`config.mk`:
```
export PLATFORM = sky130hd
export DESIGN_NAME = led_row_tx
export DESIGN_NICKNAME = d
export VERILOG_FILES = /design/src/rtl/led_pkg.sv /design/src/rtl/led_clk_div.sv /design/src/rtl/led_row_tx.sv
export SDC_FILE = /design/constraint.sdc
export NUM_CORES = 1
export LEC_CHECK = 0
export CORE_AREA = 2 2 209 252
export DETAILED_ROUTE_END_ITERATION = 16
export DIE_AREA = 0 0 211 254
export HOLD_SLACK_MARGIN = 0.12
export PLACE_DENSITY = 0.87
export SYNTH_ARGS = -nofsm -noshare
export SYNTH_HDL_FRONTEND = slang
export SYNTH_SLANG_ARGS = --single-unit
```
`constraint.sdc`:
```
create_clock -name rd_clk -period 2.4 [get_ports rd_clk]
set_clock_uncertainty 0.05 [all_clocks]
set_input_delay 0.36 -clock rd_clk [delete_from_list [all_inputs] [get_ports rd_clk]]
set_output_delay 0.36 -clock rd_clk [all_outputs]
set_load 0.005 [all_outputs]
```
`src/rtl/led_pkg.sv`:
```
// ---------------------------------------------------------------------------
// led_pkg : shared geometry, state encoding and bit-ordering helper for the
//           LED row transmitter.
// Revision: 1.0
// ---------------------------------------------------------------------------
`default_nettype none

package led_pkg;

  localparam int NUM_BLK   = 40;
  localparam int BLK_W     = 8;
  localparam int ROW_W     = NUM_BLK * BLK_W;
  localparam int CNT_W     = $clog2(ROW_W);
  localparam int ROW_IDX_W = 6;

  localparam logic [2:0] ST_IDLE  = 3'd0;
  localparam logic [2:0] ST_LOAD  = 3'd1;
  localparam logic [2:0] ST_SHIFT = 3'd2;
  localparam logic [2:0] ST_LATCH = 3'd3;
  localparam logic [2:0] ST_DONE  = 3'd4;

  // Reorders a row so that wire order equals transmit order: bit n of the
  // result is the n-th bit on led_sdi (byte 0 MSB first, then byte 1, ...).
  function automatic logic [ROW_W-1:0] stream_order(input logic [ROW_W-1:0] row);
    stream_order = '0;
    for (int n = 0; n < ROW_W; n++) begin
      stream_order[n] = row[(n / BLK_W) * BLK_W + (BLK_W - 1) - (n % BLK_W)];
    end
  endfunction

endpackage

`default_nettype wire

```
`src/rtl/led_clk_div.sv`:
```
// ---------------------------------------------------------------------------
// led_clk_div : serial clock generator; CLK_DIV cycles per sclk half-period,
//               held low and cleared whenever disabled.
// Revision: 1.0
// ---------------------------------------------------------------------------
`default_nettype none

module led_clk_div #(
  parameter int CLK_DIV = 2
) (
  input  logic rd_clk,
  input  logic rst_n,
  input  logic en,
  output logic tick,
  output logic sclk
);

  localparam logic [7:0] c_LAST = 8'(CLK_DIV - 1);

  logic [7:0] r_cnt;
  logic       r_sclk;

  // tick marks the last cycle of the current half-period
  assign tick = en && (r_cnt == c_LAST);
  assign sclk = r_sclk;

  always_ff @(posedge rd_clk or negedge rst_n) begin
    if (!rst_n) begin
      r_cnt  <= '0;
      r_sclk <= 1'b0;
    end else if (!en) begin
      r_cnt  <= '0;
      r_sclk <= 1'b0;
    end else if (tick) begin
      r_cnt  <= '0;
      r_sclk <= ~r_sclk;
    end else begin
      r_cnt  <= r_cnt + 8'd1;
    end
  end

endmodule

`default_nettype wire

```
`src/rtl/led_row_tx.sv`:
```
// ---------------------------------------------------------------------------
// led_row_tx : captures completed brightness rows into a one-deep pending
//              buffer and serialises them to the LED driver chain.
// Revision: 1.0
// ---------------------------------------------------------------------------
`default_nettype none

module led_row_tx
  import led_pkg::*;
#(
  parameter int CLK_DIV = 2,
  parameter int LE_CYC  = 4
) (
  input  logic                 rd_clk,
  input  logic                 rst_n,
  input  logic                 empty,
  input  logic [ROW_W-1:0]     data0,
  input  logic [ROW_IDX_W-1:0] data_cnt,
  output logic                 led_sclk,
  output logic                 led_sdi,
  output logic                 led_le,
  output logic [ROW_IDX_W-1:0] led_row_sel,
  output logic                 busy,
  output logic                 row_done,
  output logic                 overrun
);

  localparam logic [CNT_W-1:0] c_BIT_LAST = CNT_W'(ROW_W - 1);
  localparam logic [7:0]       c_LE_LAST  = 8'(LE_CYC - 1);

  logic                 r_empty_d;
  logic                 r_strb;
  logic [ROW_W-1:0]     r_pend_data;
  logic [ROW_IDX_W-1:0] r_pend_row;
  logic                 r_pend_v;
  logic                 r_overrun;

  logic [2:0]           r_state;
  logic [ROW_W-1:0]     r_sr;
  logic [ROW_IDX_W-1:0] r_row;
  logic [ROW_IDX_W-1:0] r_row_sel;
  logic [CNT_W-1:0]     r_bit_cnt;
  logic [7:0]           r_le_cnt;

  logic                 w_rise;
  logic                 w_shift_en;
  logic                 w_tick;
  logic                 w_sclk;
  logic                 w_bit_end;

  assign w_rise     = empty & ~r_empty_d;
  assign w_shift_en = (r_state == ST_SHIFT);
  assign w_bit_end  = w_shift_en && w_tick && w_sclk;

  led_clk_div #(
    .CLK_DIV (CLK_DIV)
  ) u_clk_div (
    .rd_clk (rd_clk),
    .rst_n  (rst_n),
    .en     (w_shift_en),
    .tick   (w_tick),
    .sclk   (w_sclk)
  );

  // Trigger and pending buffer; a new row arriving in LOAD replaces the one
  // being consumed, so it is not an overrun.
  always_ff @(posedge rd_clk or negedge rst_n) begin
    if (!rst_n) begin
      r_empty_d   <= 1'b1;
      r_strb      <= 1'b0;
      r_pend_data <= '0;
      r_pend_row  <= '0;
      r_pend_v    <= 1'b0;
      r_overrun   <= 1'b0;
    end else begin
      r_empty_d <= empty;
      r_strb    <= w_rise;
      if (r_strb) begin
        r_pend_data <= data0;
        r_pend_row  <= data_cnt;
        r_pend_v    <= 1'b1;
        if (r_pend_v && (r_state != ST_LOAD)) begin
          r_overrun <= 1'b1;
        end
      end else if (r_state == ST_LOAD) begin
        r_pend_v <= 1'b0;
      end
    end
  end

  always_ff @(posedge rd_clk or negedge rst_n) begin
    if (!rst_n) begin
      r_state   <= ST_IDLE;
      r_sr      <= '0;
      r_row     <= '0;
      r_row_sel <= '0;
      r_bit_cnt <= '0;
      r_le_cnt  <= '0;
    end else begin
      case (r_state)
        ST_IDLE: begin
          if (r_pend_v) begin
            r_state <= ST_LOAD;
          end
        end
        ST_LOAD: begin
          r_sr      <= stream_order(r_pend_data);
          r_row     <= r_pend_row;
          r_bit_cnt <= '0;
          r_state   <= ST_SHIFT;
        end
        ST_SHIFT: begin
          // advance to the next bit as the high half-period ends
          if (w_bit_end) begin
            r_sr <= r_sr >> 1;
            if (r_bit_cnt == c_BIT_LAST) begin
              r_bit_cnt <= '0;
              r_le_cnt  <= '0;
              r_state   <= ST_LATCH;
            end else begin
              r_bit_cnt <= r_bit_cnt + 1'b1;
            end
          end
        end
        ST_LATCH: begin
          if (r_le_cnt == c_LE_LAST) begin
            r_le_cnt  <= '0;
            r_row_sel <= r_row;
            r_state   <= ST_DONE;
          end else begin
            r_le_cnt <= r_le_cnt + 8'd1;
          end
        end
        ST_DONE: begin
          r_state <= ST_IDLE;
        end
        default: begin
          r_state <= ST_IDLE;
        end
      endcase
    end
  end

  assign led_sclk    = w_sclk;
  assign led_sdi     = w_shift_en & r_sr[0];
  assign led_le      = (r_state == ST_LATCH);
  assign led_row_sel = r_row_sel;
  assign busy        = (r_state != ST_IDLE);
  assign row_done    = (r_state == ST_DONE);
  assign overrun     = r_overrun;

endmodule

`default_nettype wire

```
# After elaboration in Yosys (flattened, before gate mapping)
# Index checks and enable logic that the tools add are counted.
dict set report classes {
  add_sub_neg 3
  n_mul 0
  n_div 0
  n_lt_le_gt_ge 0
  n_eq_ne 13
  n_shift 0
  muxes 20
  bitwise 4
  reduce_logical 14
}
# cell n
set ops {}
lappend ops {{$pmux W320 S2} 1}
lappend ops {{$mux W320} 1}
lappend ops {{$mux W8} 5}
lappend ops {{$mux W9} 2}
lappend ops {{$pmux W9 S2} 1}
lappend ops {{$add A8 B1 Y8 const B} 2}
lappend ops {{$pmux W8 S2} 1}
lappend ops {{$mux W3} 4}
lappend ops {{$pmux W3 S4} 1}
lappend ops {{$add A9 B1 Y9 const B} 1}
lappend ops {{$eq A9 B9 Y1 const B} 1}
lappend ops {{$eq A8 B1 Y1 const B} 1}
lappend ops {{$eq A8 B2 Y1 const B} 1}
lappend ops {{$ne A2 B2 Y1 const B} 4}
lappend ops {{$eq A3 B2 Y1 const B} 2}
lappend ops {{$reduce_and A2 Y1} 3}
lappend ops {{$reduce_bool A2 Y1} 3}
lappend ops {{$logic_and A1 B1 Y1} 4}
lappend ops {{$mux W1} 4}
lappend ops {{$reduce_and A4 Y1} 1}
lappend ops {{$eq A3 B1 Y1 const B} 1}
lappend ops {{$eq A3 B3 Y1 const B} 1}
lappend ops {{$logic_not A3 Y1} 1}
lappend ops {{$ne A3 B1 Y1 const B} 1}
lappend ops {{5 further kinds} 7}
dict set report totals {
  regBits 691
  latchBits 0
  ram_bits 0
  mem_bits_ro 0
  input_bits 329
  output_inout_bits 12
  elab_cells 68
  n_memories 0
}

# Depth between registers and ports, before layout
dict set report logic_depth {
  ltp_word 6
  ltp_mapped 8
  ltp_nobuf 7
}

# Hierarchy
# A second synthesis with hierarchy kept.
dict set report hier_totals {
  hier_cells 2632
  area_unflattened_um2 28424.8
}
# mod instances cells_per_inst area_per_inst_um2 seq_area_each_um2
set modules_own_cells {}
lappend modules_own_cells {led_row_tx 1 2588 27993.1 17067.6}
lappend modules_own_cells {led_clk_div 1 44 431.7 225.2}

# Least setup slack after synthesis
# OpenSTA, ideal clock, no wires.
dict set report synth_timing {
  kind {flip-flop to flip-flop}
  startpoint {reg r_le_cnt[0]}
  endpoint {reg r_row_sel[0] (netlist: led_row_sel[0])}
  setup_ps 125
  arrival_time_ps 1967
  required_ps 2225
  slack_ps 258
  path_stages_with_launch 6
  n_path_buf 0
  period_less_slack_ps 2142
  path_cell_list {dfrtp_1 > ha_1 > or4b_1 > nor4_1 > nand2_1 > mux2_2}
}
dict set report synth_between {
  elab_chain_len 2
}
# element line
set synth_rtl {}
lappend synth_rtl {{from (decl)} led_row_tx.sv:43} ;# logic [7:0] r_le_cnt;
lappend synth_rtl {{from (signal assigned)} led_row_tx.sv:131} ;# r_le_cnt <= r_le_cnt + 8'd1;
lappend synth_rtl {{$eq A8 B2 Y1} led_row_tx.sv:126} ;# if (r_le_cnt == c_LE_LAST) begin
lappend synth_rtl {{$reduce_and A2 Y1 (no source line)} --}
lappend synth_rtl {{to (signal assigned)} led_row_tx.sv:128} ;# r_row_sel <= r_row;
lappend synth_rtl {{to (decl)} led_row_tx.sv:41} ;# logic [ROW_IDX_W-1:0] r_row_sel;
# Every way passes these cells.
# A chain may end at the register's enable or synchronous reset.

# Final worst setup path
dict set report layout_timing {
  startpoint {reg r_state[1]}
  endpoint {reg r_sr[243]}
}
dict set report layout_between {
  elab_chain_len 6
  word_cells_on_any_way 9
  cone_classes {eq/ne (3); mux (1); reduce/logical (5)}
}
# element line
set layout_rtl {}
lappend layout_rtl {{from (decl)} led_row_tx.sv:38} ;# logic [2:0] r_state;
lappend layout_rtl {{from (signal assigned)} led_row_tx.sv:93} ;# r_state <= ST_IDLE;
lappend layout_rtl {{from (signal assigned)} led_row_tx.sv:103} ;# r_state <= ST_LOAD;
lappend layout_rtl {{from (signal assigned)} led_row_tx.sv:110} ;# r_state <= ST_SHIFT;
lappend layout_rtl {{$eq A3 B2 Y1} {led_row_tx.sv:52, led_row_tx.sv:100}}
lappend layout_rtl {{$logic_and A1 B1 Y1} led_clk_div.sv:24} ;# assign tick = en && (r_cnt == c_LAST);
lappend layout_rtl {{$logic_and A1 B1 Y1 (2 in series)} led_row_tx.sv:53} ;# assign w_bit_end = w_shift_en && w_tick && w_sclk;
lappend layout_rtl {{$ne A2 B2 Y1 (no source line)} --}
lappend layout_rtl {{$reduce_and A2 Y1 (no source line)} --}
lappend layout_rtl {{to (signal assigned)} led_row_tx.sv:107} ;# r_sr <= stream_order(r_pend_data);
lappend layout_rtl {{to (signal assigned)} led_row_tx.sv:115} ;# r_sr <= r_sr >> 1;
lappend layout_rtl {{to (decl)} led_row_tx.sv:39} ;# logic [ROW_W-1:0] r_sr;
# Parallel ways exist; a longest one is shown, timed or not.

==> results <==
## state kept, by name (all words and copies together) (netlist names), 3 cells and up
signal	flops
r_row	6
r_bit_cnt	9
r_sr	320
r_pend_row	6
r_pend_data	320
r_state	3
led_row_sel	6
u_clk_div.r_cnt	8
r_le_cnt	8
## where the power goes
| group | total, mW | internal, mW | switching (mW) |
|---|---|---|---|
| Clock | 10.7 | 6.16 | 4.50 |
| Sequential | 17.7 | 15.4 | 2.28 |
| Combinational | 13.5 | 5.56 | 7.96 |
| Total | 41.9 | 27.2 | 14.7 |
## routing by layer
metal | vias up | part of all wire | GRT usage
li1 | 9562 | - | -
met1 | 10637 | 0.39 | 0.322
met2 | 826 | 0.50 | 0.432
met3 | 192 | 0.067 | 0.0585
met4 | 8 | 0.038 | 0.119
met5 | - | 0.00080 | 0
## cells by family (layout without fill, tap and decap cells)
| kind of cell | count (synthesis) | count (layout) | share of synthesized area |
|---|---|---|---|
| buf+inv | 187 | 544 | 0.0295 |
| mux | 332 | 332 | 0.132 |
| other cells | 0 | 2 | 0 |
| compound gates | 347 | 347 | 0.0771 |
| flops | 691 | 691 | 0.610 |
| fa+ha+maj | 4 | 4 | 0.00177 |
| simple gates | 1061 | 1061 | 0.145 |
| xor+xnor | 15 | 15 | 0.00463 |
## stage by stage
stage,instances,cell area [um^2],utilization
floorplan,2637,28300,-
global placement,3510,32600,0.638
detailed placement,3510,32600,0.638
CTS,3641,35000,0.685
global route,3647,35200,0.689
finish,3647,35200,0.689
## worst paths after layout
path	from	to	depth (start not counted)
worst min register to register	r_pend_row[0]	r_row[0]	2
min in group asynchronous	rst_n	r_pend_data[130]	2
worst min-delay path	empty	r_empty_d	1
worst max-delay path	r_state[1]	r_sr[243]	8
max in group asynchronous	rst_n	r_pend_data[24]	3
worst max register to register	r_state[1]	r_sr[243]	8
## layout by cell type, fill, tap and decap left out, types with 5 or more instances in the layout
cell type        netlist  final
a31oi_1              321    320
and3_1                 5      5
buf_12                 0     22
buf_16                 0      7
buf_4                 16     44
clkbuf_1             106     15
clkbuf_16              0     76
clkbuf_8               0     12
clkdlybuf4s50_1        0    336
clkinv_2               0      7
dfrtp_1              690    686
mux2_2               332    332
nand2_1              673    672
nand3_1               13     13
nor2_1               341    336
nor2_2                 0      5
o21ai_0               13     11
xnor2_1                5      5
xor2_1                10     10
## repair_timing
action                                 CTS  global route
resized for setup                       12            27
pin swaps                                1             1
endpoints found under the hold margin   44             0
cloned                                   3             3
hold buffers                             1             0
setup endpoints to repair              216           202
setup buffers                            9             1
## cell usage after synthesis, types with 10 or more instances
cell type | number | area [um^2]
xor2_1 | 10 | 87.6
o21ai_0 | 13 | 65.1
buf_4 | 16 | 120
nand3_1 | 13 | 65.1
a31oi_1 | 321 | 2010
clkbuf_1 | 106 | 398
buf_2 | 60 | 300
mux2_2 | 332 | 3740
dfrtp_1 | 690 | 17300
nand2_1 | 673 | 2530
nor2_1 | 341 | 1280
## area by class of cell
type                    count  area (um^2)
diodes                      2         5.00
clock buffers             100         2050
clock inverters            18          184
fillers                  3372        15900
inverters                   2         7.51
multi-input cells        1759        10300
flip-flops and latches    691        17300
well taps                 651          815
repair buffers            424         4600
## worst reg2reg max path: cells and delay by family (launching register included)
family          cells  cell delay [ps]
flops               1              420
simple gates        2              690
buf+inv             4              840
compound gates      2              310
==> impl_metrics.py <==
metrics = {
    "global_route": {
        "grt_pass1_vias": 21706,
        "grt_pass1_wl_um": 111000,
        "grt_start_max_net_pins": 164,
        "antenna_found_initial": 7,
        "grt_overflow": 0,
        "track_usage": 0.259,
    },
    "floorplanning": {
        "die_h_um": 254,
        "core_um2": 51100,
        "row_count": 91,
        "initial_core_util": 0.554,
        "die_w_um": 211,
        "boundaryPins": 341,
        "dieArea_um2": 53600,
    },
    "critical_path": {
        "path_max_fanout": 16,
        "crit_path_end_kind": "flop",
        "r2r_slack_ps": -9,
        "start_kind": "flop",
        "path_buf_inv": 4,
        "worstPathRequired_ps": 2840,
        "crit_arrival_ps": 2850,
        "cp_cell_sequence": "buf_4, or3b_2, o31ai_4, buf_4, bufbuf_16, clkbuf_16, nor2_1, a31oi_1",
        "worstSetupPathType": "flop to flop",
        "cp_common_cell": "buf_4",
        "slowest_stage": "or3b_2",
        "critical-path-max-stage-delay_ps": 640,
        "crit_family": "buffers and inverters",
    },
    "placement": {
        "gp_congestion": 0.856,
        "dp_hpwl_um": 43500,
        "portBuffers": 340,
        "pre_cts_ws_ps": -65.1,
    },
    "timing": {
        "finalHoldViolCount": 0,
        "whs_ps": 149,
        "slew_violations": 0,
        "slew_headroom": 0.493,
        "finalWorstSetupSlack_ps": -9.49,
        "max_freq_mhz": 415,
        "setup_viol": 2,
        "rsz0062_at_grt": "true",
        "max_slew.worst_pin.slew_ps": 760,
        "fin_crit_ps": 2410,
        "fin_crit_sh": 1.00,
        "fin_tns_setup_ps": -16.0,
    },
    "route": {
        "wl_um": 69800,
        "vias": 21225,
        "drtPass1Iterations": 8,
        "postRouteAntennaNets": 0,
        "viasPerCell": 5.82,
        "remaining_drc_errors": 0,
        "initialDrtViolationCount": 1995,
        "wire_per_inst_um": 19.1,
    },
    "worst_hold_path": {
        "hold_class": "input port to flop",
    },
    "status": {
        "outcome": "finished with violations",
        "violations": "setup timing",
    },
    "clock_tree": {
        "clk_latency_ps": 610,
        "cts_buffers": 69,
        "cts.reportedPaths.clkPinSlew_ps": 60,
        "clockRootBuffer": "clkbuf_16",
        "cts_buffer_depth": 3,
        "cts_sinks": 691,
        "h-tree-depth": 3,
        "cts_tree": "done",
    },
    "cells_and_area": {
        "area_growth_pct": 24.3,
        "nets": 3280,
        "drive_gt1_frac": 0.181,
    },
    "logic_synthesis": {
        "synth_ff_type": "dfrtp_1",
        "synth_area_um2": 28300,
        "synth-edff-count": 0,
        "syn_nets": 2970,
        "yosys_warnings": 0,
        "syn_avg_cell_area_um2": 10.7,
        "yosysUniqueCellTypes": 43,
        "netlist_instances": 2637,
        "synthArstFlopShare": 1.00,
        "synth_seq_area_share": 0.610,
        "ys_seq_elements": 691,
    },
    "pwr": {
        "powerDensity_nw_per_um2": 1190,
        "power.total_mw": 41.9,
        "irDropWorstVdd_mv": 1.86,
        "p_leak_nw": 15.1,
    },
    "run": {
        "max-cap-violations": 0,
    },
}
Power figures use the tool's default switching activity.
